===== src/rtl/multicycle_shifter.sv =====
// rtl/multicycle_shifter.sv - iterative shifter/rotator, up to STEP bit positions per cycle
module multicycle_shifter #(
  parameter int XLEN = 32,
  parameter int STEP = 4
) (
  input  logic            clk,
  input  logic            rst,
  input  logic            in_valid,
  output logic            in_ready,
  input  logic [XLEN-1:0] x,
  input  logic [XLEN-1:0] y,
  input  logic [2:0]      funct3,
  input  logic [6:0]      funct7,
  output logic            out_valid,
  input  logic            out_ready,
  output logic [XLEN-1:0] shifter_out,
  output logic            err,
  output logic            busy
);

  localparam int SW = $clog2(XLEN);
  localparam logic [SW:0] STEP_K = (SW+1)'(STEP);

  typedef enum logic [1:0] {IDLE, BUSY, DONE} state_t;
  typedef enum logic [2:0] {OP_SLL, OP_SRL, OP_SRA, OP_ROL, OP_ROR, OP_ILL} op_t;

  state_t state, state_next;
  op_t op, op_dec;
  logic [XLEN-1:0]   work, work_shifted;
  logic [2*XLEN-1:0] dbl_l, dbl_r;
  logic [SW-1:0]     rem, shamt;
  logic [SW:0]       rem_ext, k, rem_left;
  logic              accept, finish_now;
  logic              unused_y;

  assign shamt    = y[SW-1:0];
  assign unused_y = ^y[XLEN-1:SW];
  assign in_ready  = (state == IDLE);
  assign out_valid = (state == DONE);
  assign busy      = (state != IDLE);
  assign accept    = in_valid && in_ready;

  always_comb begin
    op_dec = OP_ILL;
    if (funct7 == 7'b0110000 && funct3 == 3'b001)      op_dec = OP_ROL;
    else if (funct7 == 7'b0110000 && funct3 == 3'b101) op_dec = OP_ROR;
    else if (funct3 == 3'b001)                         op_dec = OP_SLL;
    else if (funct3 == 3'b101 && funct7[5])            op_dec = OP_SRA;
    else if (funct3 == 3'b101)                         op_dec = OP_SRL;
  end

  assign finish_now = (shamt == '0) || (op_dec == OP_ILL);

  // Per-cycle step is the smaller of STEP and the remaining distance.
  always_comb begin
    rem_ext  = {1'b0, rem};
    k        = (rem_ext > STEP_K) ? STEP_K : rem_ext;
    rem_left = rem_ext - k;
  end

  // Rotates use a doubled word so the wrapped bits fall out of the slice.
  always_comb begin
    dbl_l = {work, work} << k;
    dbl_r = {work, work} >> k;
    work_shifted = work;
    case (op)
      OP_SLL:  work_shifted = work << k;
      OP_SRL:  work_shifted = work >> k;
      OP_SRA:  work_shifted = $signed(work) >>> k;
      OP_ROL:  work_shifted = dbl_l[2*XLEN-1:XLEN];
      OP_ROR:  work_shifted = dbl_r[XLEN-1:0];
      default: work_shifted = work;
    endcase
  end

  always_ff @(posedge clk) begin
    if (rst) state <= IDLE;
    else     state <= state_next;
  end

  always_comb begin
    state_next = state;
    case (state)
      IDLE:    if (accept) state_next = finish_now ? DONE : BUSY;
      BUSY:    if (rem_left == '0) state_next = DONE;
      DONE:    if (out_ready) state_next = IDLE;
      default: state_next = IDLE;
    endcase
  end

  always_ff @(posedge clk) begin
    if (rst) begin
      work        <= '0;
      rem         <= '0;
      op          <= OP_SLL;
      shifter_out <= '0;
      err         <= 1'b0;
    end else begin
      case (state)
        IDLE: begin
          if (accept) begin
            work <= x;
            rem  <= shamt;
            op   <= op_dec;
            if (finish_now) begin
              shifter_out <= (op_dec == OP_ILL) ? '0 : x;
              err         <= (op_dec == OP_ILL);
            end
          end
        end
        BUSY: begin
          work <= work_shifted;
          rem  <= rem_left[SW-1:0];
          if (rem_left == '0) begin
            shifter_out <= work_shifted;
            err         <= 1'b0;
          end
        end
        default: ;
      endcase
    end
  end

endmodule


===== config.mk =====
export PLATFORM = sky130hd
export DESIGN_NAME = multicycle_shifter
export DESIGN_NICKNAME = d
export VERILOG_FILES = /design/src/rtl/multicycle_shifter.sv
export SDC_FILE = /design/constraint.sdc
export NUM_CORES = 1
export LEC_CHECK = 0
export ABC_AREA = 1
export BUFFER_PORTS_ARGS = -buffer_cell sky130_fd_sc_hd__buf_2
export CAP_MARGIN = 20
export CORE_MARGIN = 2
export CORE_UTILIZATION = 45
export CTS_BUF_LIST = sky130_fd_sc_hd__clkbuf_2 sky130_fd_sc_hd__clkbuf_4 sky130_fd_sc_hd__clkbuf_8
export DETAILED_ROUTE_END_ITERATION = 8
export MAX_ROUTING_LAYER = met4
export PLACE_DENSITY = 0.69
export SLEW_MARGIN = 30
export SYNTH_ARGS = -nofsm -noshare
export SYNTH_HDL_FRONTEND = slang
export SYNTH_SLANG_ARGS = --single-unit

===== constraint.sdc =====
create_clock -name clk -period 1.75 [get_ports clk]
set_clock_uncertainty 0.05 [all_clocks]
set_input_delay 0.175 -clock clk [delete_from_list [all_inputs] [get_ports clk]]
set_output_delay 0.175 -clock clk [all_outputs]
set_load 0.03 [all_outputs]

After elaboration in Yosys (flattened, before gate mapping) --
Cells that the tools add are included. W data, S select, Z words.
Word-level totals: flip-flop bits (word level) 75, word-level logic and storage cells 67, output and inout bits 36, bits of input ports 78
Cells by class: muxes and demuxes 25, order comparisons 1, shift operators 5, equality and inequality tests 14, reduce and logical (&&, ||, !) cells 15, add/subtract/negate cells 1
Operators by type and width (count):
- $mux W32 | 5
- $pmux W32 S5 | 1
- $pmux W32 S2 | 2
- $shl A64 B5 Y64 | 1
- $shr A64 B5 Y32 | 1
- $shl A32 B5 Y32 | 1
- $shr A32 B5 Y32 | 1
- $sshr A32 B5 Y32 | 1
- $mux W3 | 5
- $mux W5 | 2
- $pmux W5 S2 | 1
- $eq A3 B3 Y1 const B | 3
- $mux W2 | 4
- $eq A7 B6 Y1 const B | 1
- $eq A3 B1 Y1 const B | 2
- $eq A3 B2 Y1 const B | 2
- $logic_not A6 Y1 | 1
- $ne A2 B1 Y1 const B | 3
- $pmux W2 S3 | 1
- $sub A5 B5 Y6 | 1
- $gt A5 B3 Y1 const B | 1
- $logic_not A5 Y1 | 1
- $logic_and A1 B1 Y1 | 4
- $reduce_and A2 Y1 | 2
- other kinds (11) | 14

Logic depth before layout (Yosys ltp) --
Gate-level depths: netlist (run 1).
depth after elaboration 11, depth in mapped cells 17, depth with buffers taken out 16

Worst setup path after synthesis (run 1) --
No wires, ideal clock.
path type register to register, from register state[0], to register work[10], slack -517 ps, data required time 1630 ps, buffers on the path 1, stages on the path, launching flop included 9, clock period less this slack 2267 ps, library setup time 70 ps, arrival time 2148 ps, cell sequence dfxtp_1 > nor2_1 > inv_1 > nor2_1 > nor2_1 > inv_1 > clkbuf_1 > o21ai_0 > a21oi_1
Between the ends: longest elaborated chain between the ends 4
RTL lines:
- from (decl) | line 27 | state_t state, state_next;
- from (signal assigned) | line 78 | else state <= state_next;
- $logic_not A2 Y1 (*) | line 38 | assign in_ready = (state == IDLE);
- named net in_ready | line 9 | output logic in_ready,
- $logic_and A1 B1 Y1 | line 41 | assign accept = in_valid && in_ready;
- $ne A2 B1 Y1 (no line)
- $reduce_and A2 Y1 (no line)
- to (signal assigned) | line 112 | work <= work_shifted;
- to (decl) | line 29 | logic [XLEN-1:0] work, work_shifted;
The timed path passes the listed nets; every way through them passes the cells marked *. A chain may end at the register's enable or synchronous reset.

Worst setup path in the final report (run 1) --
from register rem[4], to register shifter_out[5]
Between the ends: longest elaborated chain between the ends 6
RTL lines:
- from (decl) | line 31 | logic [SW-1:0] rem, shamt;
- from (signal assigned) | line 103 | rem <= shamt;
- from (signal assigned) | line 113 | rem <= rem_left[SW-1:0];
- $gt A5 B3 Y1 | line 57 | k = (rem_ext > STEP_K) ? STEP_K : rem_ext;
- $mux W5 | line 57
- $shr A64 B5 Y32, or another cell as far along | line 64 | dbl_r = {work, work} >> k;
- $pmux W32 S5 or $logic_not A6 Y1 (tied branches) | line 66, 114
- $mux W32 or $ne A2 B2 Y1 (tied branches)
- $pmux W32 S2 or $reduce_and A4 Y1 (tied branches)
- to (signal assigned) | line 106 | shifter_out <= (op_dec == OP_ILL) ? '0 : x;
- to (signal assigned) | line 115 | shifter_out <= work_shifted;
- to (decl) | line 16 | output logic [XLEN-1:0] shifter_out,
Parallel ways exist; a longest one is shown, timed or not. The select of a mux whose other input is x is not followed.

==> results.cfg, run 1 <==
[critical_path]
r2r_end = shifter_out[5]
cp.arrival_ns = 2.57
cp.required_ns = 2.02
cp_slowest_cell = dfxtp_2
slowest_delay_ns = 0.34
crit_fanout = 5
start_kind = flop
reg2reg_depth = 13
cp_top_family = simple AND/OR/NAND/NOR gates
r2r_start = rem[4]
path_class = reg2reg
critPathBufInv = 4
cp.depth = 13
path_cells = nor2_4 -> buf_6 -> nand2_4 -> inv_2 -> nor2_1 -> nor2_1 -> nand3_2 -> a21oi_4 -> nand3_4 -> buf_12 -> buf_12 -> a21oi_4 -> and2_4
rrSetupSlack_ns = -0.55
worstSetupEndpointType = flop

[min_path]
hold-path-endpoint = rem[0]
hold_class = in2reg
min_from = y[0]
whs_path_depth = 3

[die]
die_x_microns = 123.9
fp.dieH_microns = 123.9
rows = 43
num_io_pins = 114
initial_core_util = 0.4627
core_sq_um = 13990
die_area_sq_um = 15360

[sta]
period_needed_ns = 2.300
max_slew.worst_pin.slew_ns = 0.5641
finalSetupViolCount = 68
maxSlewViolCount = 0
fin_crit_sh = 1.314
hold_slack_ns = 0.02105
relSlewSlack = 0.6205
timing.final.ws_setup_ns = -0.5501
rsz0062_at_grt = true
max_freq_mhz = 434.8
hold_violations = 0

[power]
fin_total_pwr_mw = 24.83
power_density_nw_per_um2 = 2358
vdd_ir_drop_max_mv = 1.630
power.leakage_nw = 5.106

[synthesis]
syn_inst = 1183
syn-num-nets = 1262
syn_area_sq_um = 6472
synth_warnings = 0
ys_seq_area_frac = 0.2320
synth_cell_type_count = 36
synth-seq-cells = 75
syn_avg_cell_area_sq_um = 5.471

[route]
drt.antenna.violating_nets = 0
firstDrtPassIters = 8
post-route-drc-count = 1
vias_per_cell = 6.206
wl_per_cell_microns = 20.14
drt_iter0_drc = 1392
via_count = 9719
wl_microns = 31540

[global_route]
grt_antenna_before_repair = 0
grt_pass1_vias = 8327
grt_pass1_wl_microns = 44210
grt.overflow.total = 0
track_usage = 0.3863
grt_start_max_net_pins = 55

[run_status]
violations = DRC, setup timing
status = finished, violations left

[final_layout]
layout.nets = 1460
fillers = 1000
drive_above_1_share = 0.4387
syn_to_final_growth_pct = 62.75
antenna_cells = 0

[run]
maxCapViolations = 0

[placement]
globalplace.congestion = 1.055
numPortBuffers = 86
dp_hpwl_microns = 18490

[cts]
cts_tree = built
cts_hold_buf = 0
max-clock-path-buffers = 2
clockRootBuffer = clkbuf_8
cts-htree-levels = 3
insertion_delay_ns = 0.38
clk_pin_slew_worst_paths_ns = 0.09
cts-buffers-inserted = 9
cts.sinks = 75
## per-layer routing
| metal | up-vias | wire (microns) | track usage |
|---|---|---|---|
| met5 | - | 0 | - |
| met1 | 4385 | 11900 | 0.5290 |
| met4 | 0 | 1592 | 0.1426 |
| met3 | 174 | 4270 | 0.06960 |
| met2 | 847 | 13780 | 0.5690 |
| li1 | 4313 | - | - |
## sequential cells by signal, summed over array words and instances (netlist names)
signal / flops
work: 32
err: 1
rem: 5
state: 2
shifter_out: 32
op: 3
## worst min-delay path: stages
cell	delay, ns
buf_2	0.10
nand2_1	0.06
a21oi_1	0.06
## placed cells by master (no fill, tap or decap), types with 9 or more instances in the layout
master and count:
nand3_2 94, dfxtp_1 70, buf_12 27, buf_4 109, nand2_2 85, nor2_2 9, a21oi_1 27, clkbuf_8 9
o21ai_1 14, buf_2 86, nand3_1 123, nand2_4 36, o21ai_0 104, nand4_1 31, buf_6 23, nor2_1 62
inv_1 122, a21oi_2 56, nand2_1 203, nor2_4 10
## logic make-up after synthesis
family / synth area share
other cells: 0.0005794
flops: 0.2320
fa+ha+maj: 0.001933
simple gates: 0.4539
compound gates: 0.1821
buf+inv: 0.1295
## cells in the mapped netlist
cell type  instances  area (sq um)
nand2_1          325          1220
nand3_1          220          1101
inv_1            126         473.0
o21ai_0          117         585.6
a21oi_1           85         425.4
nor2_1            77         289.0
dfxtp_1           75          1501
clkbuf_1          42         157.7
nand4_1           31         193.9
buf_2             23         115.1
o21ai_1            9         45.04
buf_1              7         26.28
and2_1             6         37.54
a31oi_1            3         18.77
buf_4              3         22.52
inv_2              3         11.26
o21bai_1           3         22.52
a221oi_1           2         17.52
buf_6              2         22.52
nand3_2            2         20.02
nor2_2             2         12.51
nor2_4             2         22.52
nor3_1             2         10.01
o211ai_1           2         15.01
o21a_1             2         15.01
o221ai_1           2         17.52
a21oi_2            1         8.760
clkinv_1           1         3.750
conb_1             1         3.750
ha_1               1         12.51
inv_4              1         6.260
nand2_2            1         6.260
nand2_4            1         11.26
nand3b_1           1         7.510
nor4_1             1         6.260
o31ai_1            1         7.510
## worst max-delay path by stage
stage | from | endpoint | slack (ns)
floorplan | state[1] | shifter_out[23] | -0.02
global placement | rem[4] | shifter_out[31] | -0.46
detailed placement | rem[3] | shifter_out[31] | -0.46
CTS | rem[3] | shifter_out[3] | -0.30
global route | rem[4] | shifter_out[24] | -0.61
finish | rem[4] | shifter_out[5] | -0.55
## area by class of cell
class                   count  area, sq um  area share
well taps                 180        225.2     0.02138
clock buffers              10        131.4     0.01247
multi-input cells         900         5562      0.5280
inverters                 131        531.8     0.05048
repair buffers            261         2436      0.2313
repair inverters            3        43.79    0.004157
flip-flops and latches     75         1508      0.1431
clock inverters             6        96.34    0.009146
## through the flow
stage	area, sq um	util	cells	TNS, ns	setup WS, ns
final	10530	0.7530	1566	-24.84	-0.5501
after CTS	9419	0.6733	1553	-13.66	-0.2981
after detailed placement	8082	0.5777	1512	-17.03	-0.4610
after global routing	10530	0.7530	1566	-29.90	-0.6086
after global placement	8082	0.5777	1512	-16.63	-0.4555
after floorplan	6514	-	1183	-0.3694	-0.02347
## report_power, final
group          internal, mW  leakage (nW)  switching [mW]
registers              2.39         0.622           0.598
logic                  8.07          4.37            12.2
clock network         0.837         0.112           0.754
## timing repair
action,CTS,global route
buffers inserted,12,11
gates resized for setup,202,247
endpoints found under the setup margin,67,72
cloned,13,3
pin swaps,57,98
Note: power is estimated with default switching activity, not from simulation.
==> run 2: changes to the inputs <==
- BUFFER_PORTS_ARGS: -buffer_cell sky130_fd_sc_hd__buf_2 -> -buffer_cell sky130_fd_sc_hd__clkbuf_2
- CORE_ASPECT_RATIO: default -> 1.75
==> run 2 against run 1 <==
The flow finishes with violations (setup timing). Maximum frequency grew 9.1%. Final cell count is 1.0% lower. Total power down 9.1%. Sequential cell count stayed put. Combinational power shrank 11%. Core utilization shrank 5.6 points. Setup slack improved by 0.19 ns. Largest cell class unchanged. Die area up 0.25%. Hold slack lost 0.0067 ns.
==> results.cfg, run 2 (synthesis results as in run 1) <==
[critical_path]
r2r_end = shifter_out[9]
cp-endpoint = shifter_out[9]
slowest_delay_ns = 0.34
crit_fanout = 7
reg2reg_depth = 16
cp.arrival_ns = 2.32
cp.required_ns = 1.96
rrSetupSlack_ns = -0.36
timing.critical_path.mode_cell = nand2_2
path_class = reg2reg
worstSetupEndpointType = flop
start_kind = flop
cp_slowest_cell = dfxtp_2
r2r_start = rem[4]
path_cells = nor2_4 -> nand2_4 -> nand2_4 -> ha_4 -> inv_6 -> nand2_8 -> nand2_4 -> nand2_2 -> nand2_2 -> nand2_2 -> nand2_2 -> nand3_4 -> buf_12 -> buf_12 -> a21oi_2 -> and2_1
startpoint = rem[4]

[die]
core_sq_um = 14220
fp.dieH_microns = 162.7
num_io_pins = 114
die_area_sq_um = 15400
initial_core_util = 0.4550
rows = 58
die_x_microns = 94.66

[route]
vias_per_cell = 6.000
wl_per_cell_microns = 18.89
firstDrtPassIters = 6
drt_iter0_drc = 869
wl_microns = 29270
drt.antenna.violating_nets = 0
post-route-drc-count = 0
via_count = 9300

[placement]
dp_hpwl_microns = 19330
numPortBuffers = 86
globalplace.congestion = 1.011
dp_slack_ns = -0.3350

[final_layout]
reg.largest.list = shifter_out (32), work (32), rem (5)
drive_above_1_share = 0.4080
final_util = 0.6969
antenna_cells = 0
final_cell_mix = nand2_1, nand3_1, inv_1
syn_to_final_growth_pct = 53.14
fillers = 1264
layout.nets = 1444
layout_commonest_cell = nand2_1

[power]
power.leakage_nw = 4.829
vdd_ir_drop_max_mv = 1.271
power_density_nw_per_um2 = 2277

[cts]
cts.sinks = 75
insertion_delay_ns = 0.37
cts-htree-levels = 3
clk_pin_slew_worst_paths_ns = 0.08
cts-buffers-inserted = 9
max-clock-path-buffers = 2
cts_hold_buf = 0
cts_tree = built
clockRootBuffer = clkbuf_8

[sta]
relSlewSlack = 0.6720
maxSlewViolCount = 0
max_freq_mhz = 474.3
max_slew.worst_pin.slew_ns = 0.4875
hold_slack_ns = 0.01439
timing.final.ws_setup_ns = -0.3582
finalSetupViolCount = 67
rsz0062_at_grt = true
fin_crit_sh = 1.205
period_needed_ns = 2.108
hold_violations = 0

[run_status]
violations = setup timing
status = finished, violations left

[global_route]
grt.overflow.total = 0
grt_pass1_wl_microns = 42760
grt_antenna_before_repair = 0
grt_start_max_net_pins = 65
track_usage = 0.3620
grt_pass1_vias = 8473

[run]
maxCapViolations = 0

[min_path]
hold_class = in2reg
## run 2: changes by cell type in the layout (fill, tap and decap cells not counted), sizes merged
cell / change
buf: -104
bufbuf: -1
clkinv: +1
clkbuf: +93
inv: -4
bufinv: -1
## run 2: worst min path at each step
stage,from,endpoint,slack [ns],cells past startpoint
finish,y[1],rem[1],0.01,3
global route,y[1],rem[1],0.04,3
CTS,y[1],rem[1],0.02,3
detailed placement,y[1],rem[1],0.41,3
global placement,y[1],rem[1],0.40,3
floorplan,y[0],rem[0],0.27,2
## run 2: routing by layer
layer	part of all wire	global-route usage
met2	0.50	0.5996
met4	0.062	0.1792
met5	0	-
met3	0.073	0.04211
met1	0.37	0.4286
## run 2: timing repair
action	CTS	global route
pin swaps	22	124
endpoints found under the setup margin	67	70
gates resized for setup	89	271
gates cloned	5	8
setup buffers	14	16
## run 2: report_power, final
part           internal (mW)  total, mW  switching (mW)
sequential              2.39       2.99           0.601
clock                  0.815       1.50           0.680
combinational           6.96       18.1            11.1
## run 2: stage by stage
step | setup TNS [ns] | cells | total power [mW] | cell area, sq um
4_1_cts | -11.42 | 1535 | 18.97 | 8668
3_5_place_dp | -13.40 | 1500 | 15.98 | 7929
5_1_grt | -21.55 | 1550 | 23.78 | 9912
6_report | -16.70 | 1550 | 22.57 | 9912
2_1_floorplan | -0.3694 | 1183 | 11.03 | 6514
3_3_place_gp | -12.11 | 1500 | 15.93 | 7929
## run 2: worst max-delay path: cells and delay by family, from the launching register on
kind                       cells  cell delay, ns
buffers and inverters          3            0.37
AOI/OAI and AO/OA              1            0.05
DFF                            1            0.34
and+or+nand+nor               11            1.04
adders and majority gates      1            0.15
## run 2: layout make-up
type / count / area [sq um] / share of cell area
multi-input combinational: 900 / 5330 / 0.5377
clock buffer: 13 / 178.9 / 0.01805
sequential: 75 / 1508 / 0.1521
tap: 180 / 225.2 / 0.02272
clock inverter: 3 / 43.79 / 0.004418
inverter: 131 / 529.3 / 0.05340
timing repair buffer: 246 / 2079 / 0.2098
timing repair inverter: 2 / 17.52 / 0.001767
